--- src/rtl/mem_arbiter_pkg.sv ---
// Shared types for the two-cache memory arbiter: FSM state codes and
// memory operation encoding.
package mem_arbiter_pkg;

  typedef enum logic {
    ARB_IDLE = 1'b0,
    ARB_BUSY = 1'b1
  } arb_state_t;

  localparam logic OP_READ  = 1'b1;
  localparam logic OP_WRITE = 1'b0;

  // Evict must precede fill, so a pending write always wins within a client.
  function automatic logic sel_op(input logic write_req);
    return write_req ? OP_WRITE : OP_READ;
  endfunction

endpackage

--- src/rtl/mem_arbiter_arb_rr2.sv ---
// Two-way round-robin picker: grants ptr on contention, otherwise the sole requester.
// Purely combinational; the pointer register lives in the caller.
module arb_rr2 (
  input  logic [1:0] req,
  input  logic       ptr,
  output logic       gnt,
  output logic       valid
);

  always_comb begin
    valid = |req;
    if (req == 2'b11) begin
      gnt = ptr;
    end else begin
      gnt = req[1];
    end
  end

endmodule

--- src/rtl/mem_arbiter.sv ---
// Serialises D-cache (client 0) and I-cache (client 1) evict/fill requests onto
// one memory port, one transaction at a time, round-robin between clients.
module mem_arbiter
  import mem_arbiter_pkg::*;
#(
  parameter int WIDTH = 128
) (
  input  logic             clk,
  input  logic             reset,
  input  logic             c0_write_req,
  input  logic [31:0]      c0_write_addr,
  input  logic [WIDTH-1:0] c0_write_data,
  output logic             c0_write_ack,
  input  logic             c0_read_req,
  input  logic [31:0]      c0_read_addr,
  output logic [WIDTH-1:0] c0_read_data,
  output logic             c0_read_ack,
  input  logic             c1_write_req,
  input  logic [31:0]      c1_write_addr,
  input  logic [WIDTH-1:0] c1_write_data,
  output logic             c1_write_ack,
  input  logic             c1_read_req,
  input  logic [31:0]      c1_read_addr,
  output logic [WIDTH-1:0] c1_read_data,
  output logic             c1_read_ack,
  output logic             mem_req,
  output logic             mem_rw,
  output logic [31:0]      mem_addr,
  output logic [WIDTH-1:0] mem_wdata,
  input  logic [WIDTH-1:0] mem_rdata,
  input  logic             mem_ack,
  output logic             busy
);

  arb_state_t       state, state_nxt;
  logic             rr_ptr, rr_nxt;
  logic             gnt_q, gnt_nxt;
  logic             req_nxt, rw_nxt, busy_nxt;
  logic [31:0]      addr_nxt;
  logic [WIDTH-1:0] wdata_nxt;

  logic [1:0]       pending;
  logic             pick_gnt, pick_vld, pick_op;
  logic             done;

  assign pending = {c1_write_req | c1_read_req, c0_write_req | c0_read_req};

  arb_rr2 u_rr (
    .req   (pending),
    .ptr   (rr_ptr),
    .gnt   (pick_gnt),
    .valid (pick_vld)
  );

  assign pick_op = pick_gnt ? sel_op(c1_write_req) : sel_op(c0_write_req);

  always_ff @(posedge clk) begin
    if (reset) begin
      state     <= ARB_IDLE;
      rr_ptr    <= 1'b0;
      gnt_q     <= 1'b0;
      mem_req   <= 1'b0;
      mem_rw    <= 1'b0;
      mem_addr  <= '0;
      mem_wdata <= '0;
      busy      <= 1'b0;
    end else begin
      state     <= state_nxt;
      rr_ptr    <= rr_nxt;
      gnt_q     <= gnt_nxt;
      mem_req   <= req_nxt;
      mem_rw    <= rw_nxt;
      mem_addr  <= addr_nxt;
      mem_wdata <= wdata_nxt;
      busy      <= busy_nxt;
    end
  end

  always_comb begin
    state_nxt = state;
    rr_nxt    = rr_ptr;
    gnt_nxt   = gnt_q;
    req_nxt   = mem_req;
    rw_nxt    = mem_rw;
    addr_nxt  = mem_addr;
    wdata_nxt = mem_wdata;
    busy_nxt  = busy;
    case (state)
      ARB_IDLE: begin
        if (pick_vld) begin
          state_nxt = ARB_BUSY;
          gnt_nxt   = pick_gnt;
          rr_nxt    = ~pick_gnt;
          req_nxt   = 1'b1;
          busy_nxt  = 1'b1;
          rw_nxt    = pick_op;
          wdata_nxt = pick_gnt ? c1_write_data : c0_write_data;
          if (pick_gnt) begin
            addr_nxt = (pick_op == OP_WRITE) ? c1_write_addr : c1_read_addr;
          end else begin
            addr_nxt = (pick_op == OP_WRITE) ? c0_write_addr : c0_read_addr;
          end
        end
      end
      ARB_BUSY: begin
        // Completion returns to IDLE; new requests wait for the following edge.
        if (mem_ack) begin
          state_nxt = ARB_IDLE;
          req_nxt   = 1'b0;
          busy_nxt  = 1'b0;
        end
      end
      default: state_nxt = ARB_IDLE;
    endcase
  end

  assign done         = (state == ARB_BUSY) && mem_ack;
  assign c0_write_ack = done && !gnt_q && (mem_rw == OP_WRITE);
  assign c0_read_ack  = done && !gnt_q && (mem_rw == OP_READ);
  assign c1_write_ack = done &&  gnt_q && (mem_rw == OP_WRITE);
  assign c1_read_ack  = done &&  gnt_q && (mem_rw == OP_READ);

  assign c0_read_data = mem_rdata;
  assign c1_read_data = mem_rdata;

endmodule

--- config.mk ---
export PLATFORM = sky130hd
export DESIGN_NAME = mem_arbiter
export DESIGN_NICKNAME = d
export VERILOG_FILES = /design/src/rtl/mem_arbiter_pkg.sv /design/src/rtl/mem_arbiter_arb_rr2.sv /design/src/rtl/mem_arbiter.sv
export SDC_FILE = /design/constraint.sdc
export NUM_CORES = 1
export LEC_CHECK = 0
export BUFFER_PORTS_ARGS = -buffer_cell sky130_fd_sc_hd__clkbuf_2
export CORE_AREA = 2 2 369 371
export DETAILED_ROUTE_END_ITERATION = 10
export DIE_AREA = 0 0 371 373
export GPL_TIMING_DRIVEN = 0
export PLACE_DENSITY = 0.3
export SYNTH_ARGS = -nofsm -noshare
export SYNTH_HDL_FRONTEND = slang
export SYNTH_SLANG_ARGS = --single-unit
export TNS_END_PERCENT = 50
--- constraint.sdc ---
create_clock -name clk -period 2.2 [get_ports clk]
set_input_delay 0.33 -clock clk [delete_from_list [all_inputs] [get_ports clk]]
set_output_delay 0.33 -clock clk [all_outputs]
set_load 0.005 [all_outputs]
# After elaboration in Yosys (flattened, before gate mapping)
# Index checks and enable logic that the tools add are counted.
dict set report word_totals {
  regBits 165
  inputBits 519
  elab_cells 40
}
dict set report op_classes {
  n_eq_ne 3
  n_mux 14
  n_bitwise 5
  n_reduce_logical 11
}
# operator n
set op_table {}
lappend op_table {{$mux 128} 1}
lappend op_table {{$mux 32} 3}
lappend op_table {{$mux 1} 8}
lappend op_table {{$logic_and 1x1->1} 7}
lappend op_table {{$ne 2x2->1 const B} 2}
lappend op_table {{$pmux 1 s2} 2}
lappend op_table {{$reduce_and 2->1} 2}
lappend op_table {{$not 1->1} 3}
lappend op_table {{$eq 2x2->1 const B} 1}
lappend op_table {{$or 1x1->1} 2}
lappend op_table {{$reduce_or 2->1} 1}
lappend op_table {{$logic_not 1->1} 1}

# Logic depth before layout (Yosys ltp)
# Gate-level depths: netlist of the first run.
dict set report depth {
  ltp_word 6
  ltp_mapped 7
  depth_no_buf 5
}

# By module
# Synthesis of the first run repeated with hierarchy kept, for this count alone.
dict set report unflattened {
  hier_cells 1046
  hier_area_um2 10186.0
}
# module instances cells_per_inst area_per_inst_um2
set modules_own_cells {}
lappend modules_own_cells {mem_arbiter 1 1043 10168.5}
lappend modules_own_cells {arb_rr2 1 3 17.5}

# Least setup slack after synthesis of the first run
# No wires, ideal clock.
dict set report synth_path {
  path_type {register to register}
  from {register rr_ptr}
  to {register mem_addr[10]}
  setup_ps 122
  arrival_ps 1657
  required_time_ps 2078
  path_slack_ps 421
  path_stages_with_launch 7
  n_path_buf 1
  synth_period_minus_slack_ps 1779
  path_cell_list {dfxtp_1 > nand2b_1 > a21oi_2 > a31oi_4 > buf_6 > mux2_4 > a221o_1}
}
dict set report synth_via {
  elab_chain_cells 4
  elab_cells_between_ends 5
  classes_between {mux: 5}
}
# item line_no
set synth_rtl {}
lappend synth_rtl {{from (decl)} mem_arbiter.sv:36} ;# logic rr_ptr, rr_nxt;
lappend synth_rtl {{from (signal assigned)} mem_arbiter.sv:69} ;# rr_ptr <= rr_nxt;
lappend synth_rtl {{$mux 1 (*)} mem_arbiter_arb_rr2.sv:12} ;# if (req == 2'b11) begin
lappend synth_rtl {{$mux 1} mem_arbiter.sv:55} ;# assign pick_op = pick_gnt ? sel_op(c1_write_req) : sel_op(c0_write_req);
lappend synth_rtl {{$mux 32, on equally long branches} {mem_arbiter.sv:101, mem_arbiter.sv:99}}
lappend synth_rtl {{$mux 32 (*)} mem_arbiter.sv:98} ;# if (pick_gnt) begin
lappend synth_rtl {{to (signal assigned)} mem_arbiter.sv:73} ;# mem_addr <= addr_nxt;
lappend synth_rtl {{to (decl)} mem_arbiter.sv:28} ;# output logic [31:0] mem_addr,
# Mark *: on every way between the ends. The rest lies on a longest branch, timed or not.
# A chain may end at the register's enable or synchronous reset.

# Final worst setup path of the first run
dict set report layout_path {
  from {register rr_ptr}
  to {register mem_addr[17]}
}
# The elaborated chain is that of the path after synthesis.

==> results of run 1 <==
sequential cells by signal, summed over array words and instances (netlist names):
signal     count
busy           1
mem_rw         1
rr_ptr         1
mem_wdata    128
mem_addr      32
state          1
gnt_q          1
final cells by class:
| type | count | share of cell area |
|---|---|---|
| well taps | 1781 | 0.141 |
| plain buffers | 329 | 0.145 |
| repair buffers | 838 | 0.273 |
| multi-input cells | 385 | 0.193 |
| flip-flops and latches | 165 | 0.209 |
| diodes | 9 | 0.00142 |
| clock inverters | 15 | 0.0101 |
| inverters | 2 | 0.000474 |
| clock buffers | 17 | 0.0269 |
cell usage after synthesis (all sizes together) (2+ instances only):
cell	instances	area [µm²]
a221o	32	320
a211oi	2	15.0
nor2	139	522
o21ai	2	10.0
buf	288	2100
nand2	2	7.51
a21oi	4	23.8
mux2	32	469
inv	2	7.51
a222oi	128	1280
nor3	4	20.0
clkbuf	43	161
a22o	32	280
dfxtp	165	3300
nor4	2	18.8
cell families (layout without fill, tap and decap cells):
group	Yosys count	count (layout)	synth area share
multiplexers	32	32	0.0546
AO/OA/AOI/OAI	201	201	0.227
buffers and inverters	333	1201	0.264
flip-flops	165	165	0.384
AND/OR/NAND/NOR	152	152	0.0703
other	0	9	0
stage by stage:
step,total power [mW],area (µm²),hold WS (ns)
3_3_place_gp,6.53,14900,0.482
3_5_place_dp,6.50,14900,0.488
5_1_grt,10.2,15800,0.0492
4_1_cts,10.0,15800,0.00105
2_1_floorplan,4.72,8600,0.430
6_report,9.67,15800,0.0672
worst reg2reg max path, delay by kind of cell, from the launching register on:
| kind | cells | cell delay [ns] |
|---|---|---|
| buffers and inverters | 2 | 0.41 |
| and+or+nand+nor | 1 | 0.15 |
| muxes | 1 | 0.38 |
| AOI/OAI and AO/OA | 3 | 0.55 |
| DFF | 1 | 0.45 |
cells in the final DEF (no fill, tap or decap), types with 9 or more instances in the layout:
cell and count:
clkbuf_2 831, buf_4 265, dfxtp_1 164, nor2_1 137, a222oi_1 128, a22o_1 32, a221o_1 32, mux2_4 29
buf_2 25, clkbuf_1 20, dlygate4sd3_1 19, clkbuf_16 17, diode_2 9
timing repair:
item                                   4_1_cts  5_1_grt
endpoints found under the hold margin       19        0
pin swaps                                    0        4
gates resized for setup                     19       33
buffers inserted                             6        0
setup endpoints to repair                  155      105
hold buffers                                19        0
where the power goes:
part	leakage, nW	total [mW]	switching, mW	internal, mW
Combinational	6.10	2.84	1.44	1.40
Sequential	1.36	3.55	0.276	3.28
Clock	0.280	3.28	1.67	1.61
Total	7.74	9.67	3.39	6.28
worst max path at each step:
stage | slack (ns) | end | cells past startpoint | from
2_1_floorplan | 0.42 | mem_addr[10] | 6 | rr_ptr
3_3_place_gp | -1.65 | mem_addr[21] | 5 | reset
3_5_place_dp | -1.18 | mem_addr[30] | 5 | reset
4_1_cts | 0.005 | mem_wdata[27] | 7 | rr_ptr
5_1_grt | 0.005 | mem_addr[29] | 5 | rr_ptr
6_report | 0.15 | mem_addr[17] | 7 | rr_ptr
per-layer routing:
metal	global-route usage	up-vias	wire, µm
met4	0.0267	18	1270
li1	-	4818	-
met1	0.133	4910	33300
met5	0	-	130
met3	0.0371	67	6840
met2	0.230	690	46600
==> results.json, run 1 <==
{
  "fill_cells": 15700,
  "min_path_type": "input pin to register",
  "min_to": "mem_addr[3]",
  "max_freq_mhz": 488,
  "skew_ns": 0.0241,
  "cts_sinks": 165,
  "status": "finished clean",
  "drt-pass1-iter-count": 9,
  "min_period_ns": 2.05,
  "drive_above_1_share": 0.686,
  "grt_max_degree": 18,
  "r2r-start": "rr_ptr",
  "postRouteAntennaNets": 0,
  "avgSynthCellArea_um2": 9.74,
  "coreArea_mm2": 0.135,
  "syn-instance-count": 883,
  "grt_pass1_vias": 10600,
  "cap_violations": 0,
  "synth_edf_count": 0,
  "clkTransAtPathRegs_ns": 0.09,
  "drt_iter0_markers": 911,
  "required_ns": 2.60,
  "num_rows": 135,
  "totalWireLength_um": 88200,
  "start_kind": "register",
  "worst_slew_pin_slew_ns": 0.842,
  "hold_viol_final": 0,
  "grt_overflow": 0,
  "place_ws_ns": -1.18,
  "cpPeakStageDelay_ns": 0.45,
  "ys_seq_elements": 165,
  "crit_type": "register to register",
  "die_h_um": 373,
  "min-delay-start": "c1_read_addr[3]",
  "crit_arrival_ns": 2.45,
  "maxSlewViolCount": 0,
  "regToRegSetupSlack_ns": 0.15,
  "setup_violations": 0,
  "hpwl_um": 79200,
  "min_path_cells": 2,
  "stdcell_count": 3541,
  "p_per_area_mw_per_mm2": 611,
  "slew-limit-headroom": 0.439,
  "clk_path_buf_depth": 2,
  "antenna_found_initial": 36,
  "cts_tree": "done",
  "post-place-cells": 3477,
  "syn_nets": 1402,
  "fin_nets": 2257,
  "final_core_util": 0.118,
  "critical_path_buf_inv_count": 2,
  "viasPerCell": 2.97,
  "power.leakage_nw": 7.74,
  "synth_ff_type": "dfxtp_1",
  "dieArea_mm2": 0.138,
  "seqCellArea_mm2": 0.00330,
  "cp_top_family": "compound AO/OA/AOI/OAI gates",
  "crit_fanout": 10,
  "gp_congestion": 0.838,
  "cpMaxStageDelayCell": "dfxtp_1",
  "r2r_end": "mem_addr[17]",
  "multi_input_area_mm2": 0.00306,
  "wire_per_inst_um": 24.9,
  "die_w_um": 371,
  "seq_area_frac_synth": 0.384,
  "clk-insertion-delay-late_ns": 0.51,
  "htreeDepth": 4,
  "crit_path_cell_trace": "nand2b_1, a21oi_2, a31oi_4, buf_4, buf_6, mux2_4, a221o_1",
  "root_buffer": "clkbuf_16",
  "numCtsBuffers": 17,
  "ir_drop_mv": 0.491,
  "netlist_area_mm2": 0.00860,
  "worst_setup_path_end_kind": "register",
  "port_buffers": 813,
  "io-pin-count": 942,
  "tns_ns": 0,
  "synth-async-reset-ratio": 0,
  "synth_warnings": 0,
  "r2r_cells": 7,
  "grt_first_pass_wirelength_um": 110000,
  "start_util": 0.0639,
  "drc": 0,
  "num_vias": 10500,
  "rsz0062_at_grt": "false",
  "area_growth_pct": 84.2,
  "synth_cell_types": 27,
  "grt.total_usage": 0.122,
  "period_share": 0.931,
  "setup_ws_ns": 0.152
}
(Power assumes the default switching activity.)
==> run 2: changes to the inputs <==
--- a/config.mk
+++ b/config.mk
@@ -5,10 +5,11 @@
 export SDC_FILE = /design/constraint.sdc
 export NUM_CORES = 1
 export LEC_CHECK = 0
+export ABC_AREA = 1
 export BUFFER_PORTS_ARGS = -buffer_cell sky130_fd_sc_hd__clkbuf_2
-export CORE_AREA = 2 2 369 371
+export CORE_AREA = 2 2 364 366
 export DETAILED_ROUTE_END_ITERATION = 10
-export DIE_AREA = 0 0 371 373
+export DIE_AREA = 0 0 366 368
 export GPL_TIMING_DRIVEN = 0
 export PLACE_DENSITY = 0.3
 export SYNTH_ARGS = -nofsm -noshare
==> run 2 against run 1 <==
  * Die area decreased by 2.7%
  * Clock power rose by 2%
  * Core utilization is 2.8 points higher
  * Count of clock-buffer cells in the layout did not move
  * First-iteration DRC count is 42% lower
  * Register-to-register slack better by 0.02 ns
  * Worst setup slack improved by 0.025 ns
  * Combinational power grew 20%
==> results.json, run 2 <==
{
  "status": "finished clean",
  "hold_viol_final": 0,
  "synth-async-reset-ratio": 0,
  "htreeDepth": 4,
  "cts_sinks": 165,
  "yosysMostFrequentCell": "nand2_1",
  "post-place-cells": 4072,
  "worst_slew_pin_slew_ns": 0.929,
  "grt_overflow": 0,
  "p_clk_frac": 0.326,
  "dieArea_mm2": 0.135,
  "crit_path_cell_trace": "a21oi_4, nand2_1, inv_4, buf_6, buf_6, nand2_1, a31oi_1",
  "start_util": 0.0765,
  "drt_iter0_markers": 532,
  "netlist_top_cells_area": "dfxtp_1 33%, buf_4 20%, nand2_1 19%, a31oi_1 8.0%, nand3_1 8.0%",
  "final_cell_mix": "820 x clkbuf_2, 518 x nand2_1, 272 x buf_4",
  "crit_arrival_ns": 2.47,
  "grt_pass1_vias": 13600,
  "cp_top_family": "buffers and inverters",
  "dpl_cell_area_mm2": 0.0163,
  "min_path_type": "input pin to register",
  "power.leakage_nw": 9.76,
  "period_share": 0.920,
  "gp_congestion": 0.878,
  "start_kind": "register",
  "stdcell_count": 4324,
  "syn-instance-count": 1505,
  "worst_setup_path_end_kind": "register",
  "m1WireLength_um": 34300,
  "p_int_mw": 6.38,
  "max_freq_mhz": 494,
  "fin_nets": 3072,
  "drive_above_1_share": 0.458,
  "wl_met3_um": 6510,
  "fin_area_mm2": 0.0191,
  "area_growth_pct": 90.4,
  "hpwl_um": 67200,
  "wire_per_inst_um": 18.2,
  "swShare": 0.377,
  "sequentialPowerShare": 0.339,
  "synth_cell_types": 23,
  "critical_path_buf_inv_count": 3,
  "synth_ff_type": "dfxtp_1",
  "cts_tree": "done",
  "synth_edf_count": 0,
  "num_vias": 13200,
  "cpMaxStageDelayCell": "dfxtp_2",
  "p_switching_mw": 3.86,
  "root_buffer": "clkbuf_16",
  "largest_reg_flops": 128,
  "clk_path_buf_depth": 2,
  "syn_nets": 2024,
  "largest-register": "mem_wdata",
  "slew-limit-headroom": 0.381,
  "synth_common_cells": "519 x nand2_1, 265 x buf_4, 165 x dfxtp_1, 165 x inv_1, 160 x nand3_1",
  "coreArea_mm2": 0.131,
  "io-pin-count": 942,
  "clk-insertion-delay-late_ns": 0.54,
  "pwr-share-comb": 0.334,
  "seq_area_frac_synth": 0.330,
  "maxUsedRoutingLayer": "met5",
  "numCtsBuffers": 17,
  "antenna_found_initial": 21,
  "drc": 0,
  "grt.total_usage": 0.114,
  "cpPeakStageDelay_ns": 0.37,
  "reg_top3": "mem_wdata (128), mem_addr (32)",
  "final_common_cell": "clkbuf_2",
  "totalWireLength_um": 78600,
  "grt_first_pass_wirelength_um": 106000,
  "die_w_um": 366,
  "rsz0062_at_grt": "false",
  "p_per_area_mw_per_mm2": 538,
  "maxSlewViolCount": 0,
  "viasPerCell": 3.06,
  "ir_drop_mv": 0.578,
  "final_core_util": 0.146,
  "netlist_area_mm2": 0.0100,
  "synth_warnings": 0,
  "synth_top_area_cell": "dfxtp_1",
  "crit_type": "register to register",
  "clkTransAtPathRegs_ns": 0.08,
  "p_total_mw": 10.2,
  "min_period_ns": 2.02,
  "num_rows": 133,
  "drt-pass1-iter-count": 5,
  "grt_max_degree": 19,
  "die_h_um": 368,
  "postRouteAntennaNets": 0,
  "crit_fanout": 10,
  "setup_violations": 0,
  "skew_ns": 0.0207,
  "ys_seq_elements": 165,
  "synth_top_cell_area_share": 0.330,
  "required_ns": 2.64,
  "routed-wl-met2_um": 36800,
  "cap_violations": 0,
  "port_buffers": 812,
  "avgSynthCellArea_um2": 6.65,
  "tns_ns": 0
}
==> run 2: kinds of logic (layout without fill, tap and decap cells) <==
logic type,after synthesis,in the layout,share of synthesized area
AOI/OAI and AO/OA,136,136,0.0849
buffers and inverters,515,1576,0.305
DFF,165,165,0.330
other,0,3,0
and+or+nand+nor,689,689,0.280
==> run 2: what timing repair did <==
item / in CTS / in global routing
hold buffers: 211 / 0
setup buffers: 6 / 0
resized for setup: 11 / 5
endpoints found under the setup margin: 155 / 17
pin swaps: 1 / 0
hold endpoints to repair: 126 / 0
==> run 2: path summary, 6_finish.rpt <==
path | startpoint | slack [ns] | depth (start not counted) | endpoint
setup / recovery | state | 0.18 | 7 | mem_wdata[95]
hold / removal | c1_write_data[106] | 0.07 | 3 | mem_wdata[106]
setup reg to reg | state | 0.18 | 7 | mem_wdata[95]
hold reg to reg | rr_ptr | 0.47 | 2 | rr_ptr
==> run 2: cell type report <==
type	instances	area, µm²
multi-input combinational	825	3660
clock inverter	15	164
inverter	168	636
sequential	165	3300
clock buffer	17	425
timing repair buffer	1029	6220
antenna	3	7.51
tap	1755	2200
buffer	347	2440
fill	15300	112000
==> run 2: power by group through the flow <==
stage	Combinational [mW]	Sequential, mW	Clock, mW
3_5_place_dp	3.18	3.54	0
4_1_cts	3.54	3.48	3.63
2_1_floorplan	1.38	3.52	0
3_3_place_gp	3.20	3.54	0
6_report	3.42	3.48	3.35
5_1_grt	3.78	3.52	3.64
==> run 2: metal layers <==
layer	global-route usage	vias to the layer above
li1	-	6575
met1	0.143	6036
met2	0.186	557
met3	0.0408	51
met4	0.0243	20
met5	0	-
==> run 2: tightest hold or removal path, stage by stage <==
cell and delay, ns:
clkbuf_2 0.08, nand2_1 0.06, a31oi_1 0.07
==> run 2: metrics by stage <==
| stage | hold WS [ns] | setup WS [ns] |
|---|---|---|
| after floorplan | 0.440 | 0.790 |
| after global placement | 0.458 | -1.30 |
| after detailed placement | 0.464 | -1.29 |
| after CTS | 0.000140 | 0.0309 |
| after global routing | 0.0510 | 0.00615 |
| final | 0.0696 | 0.176 |
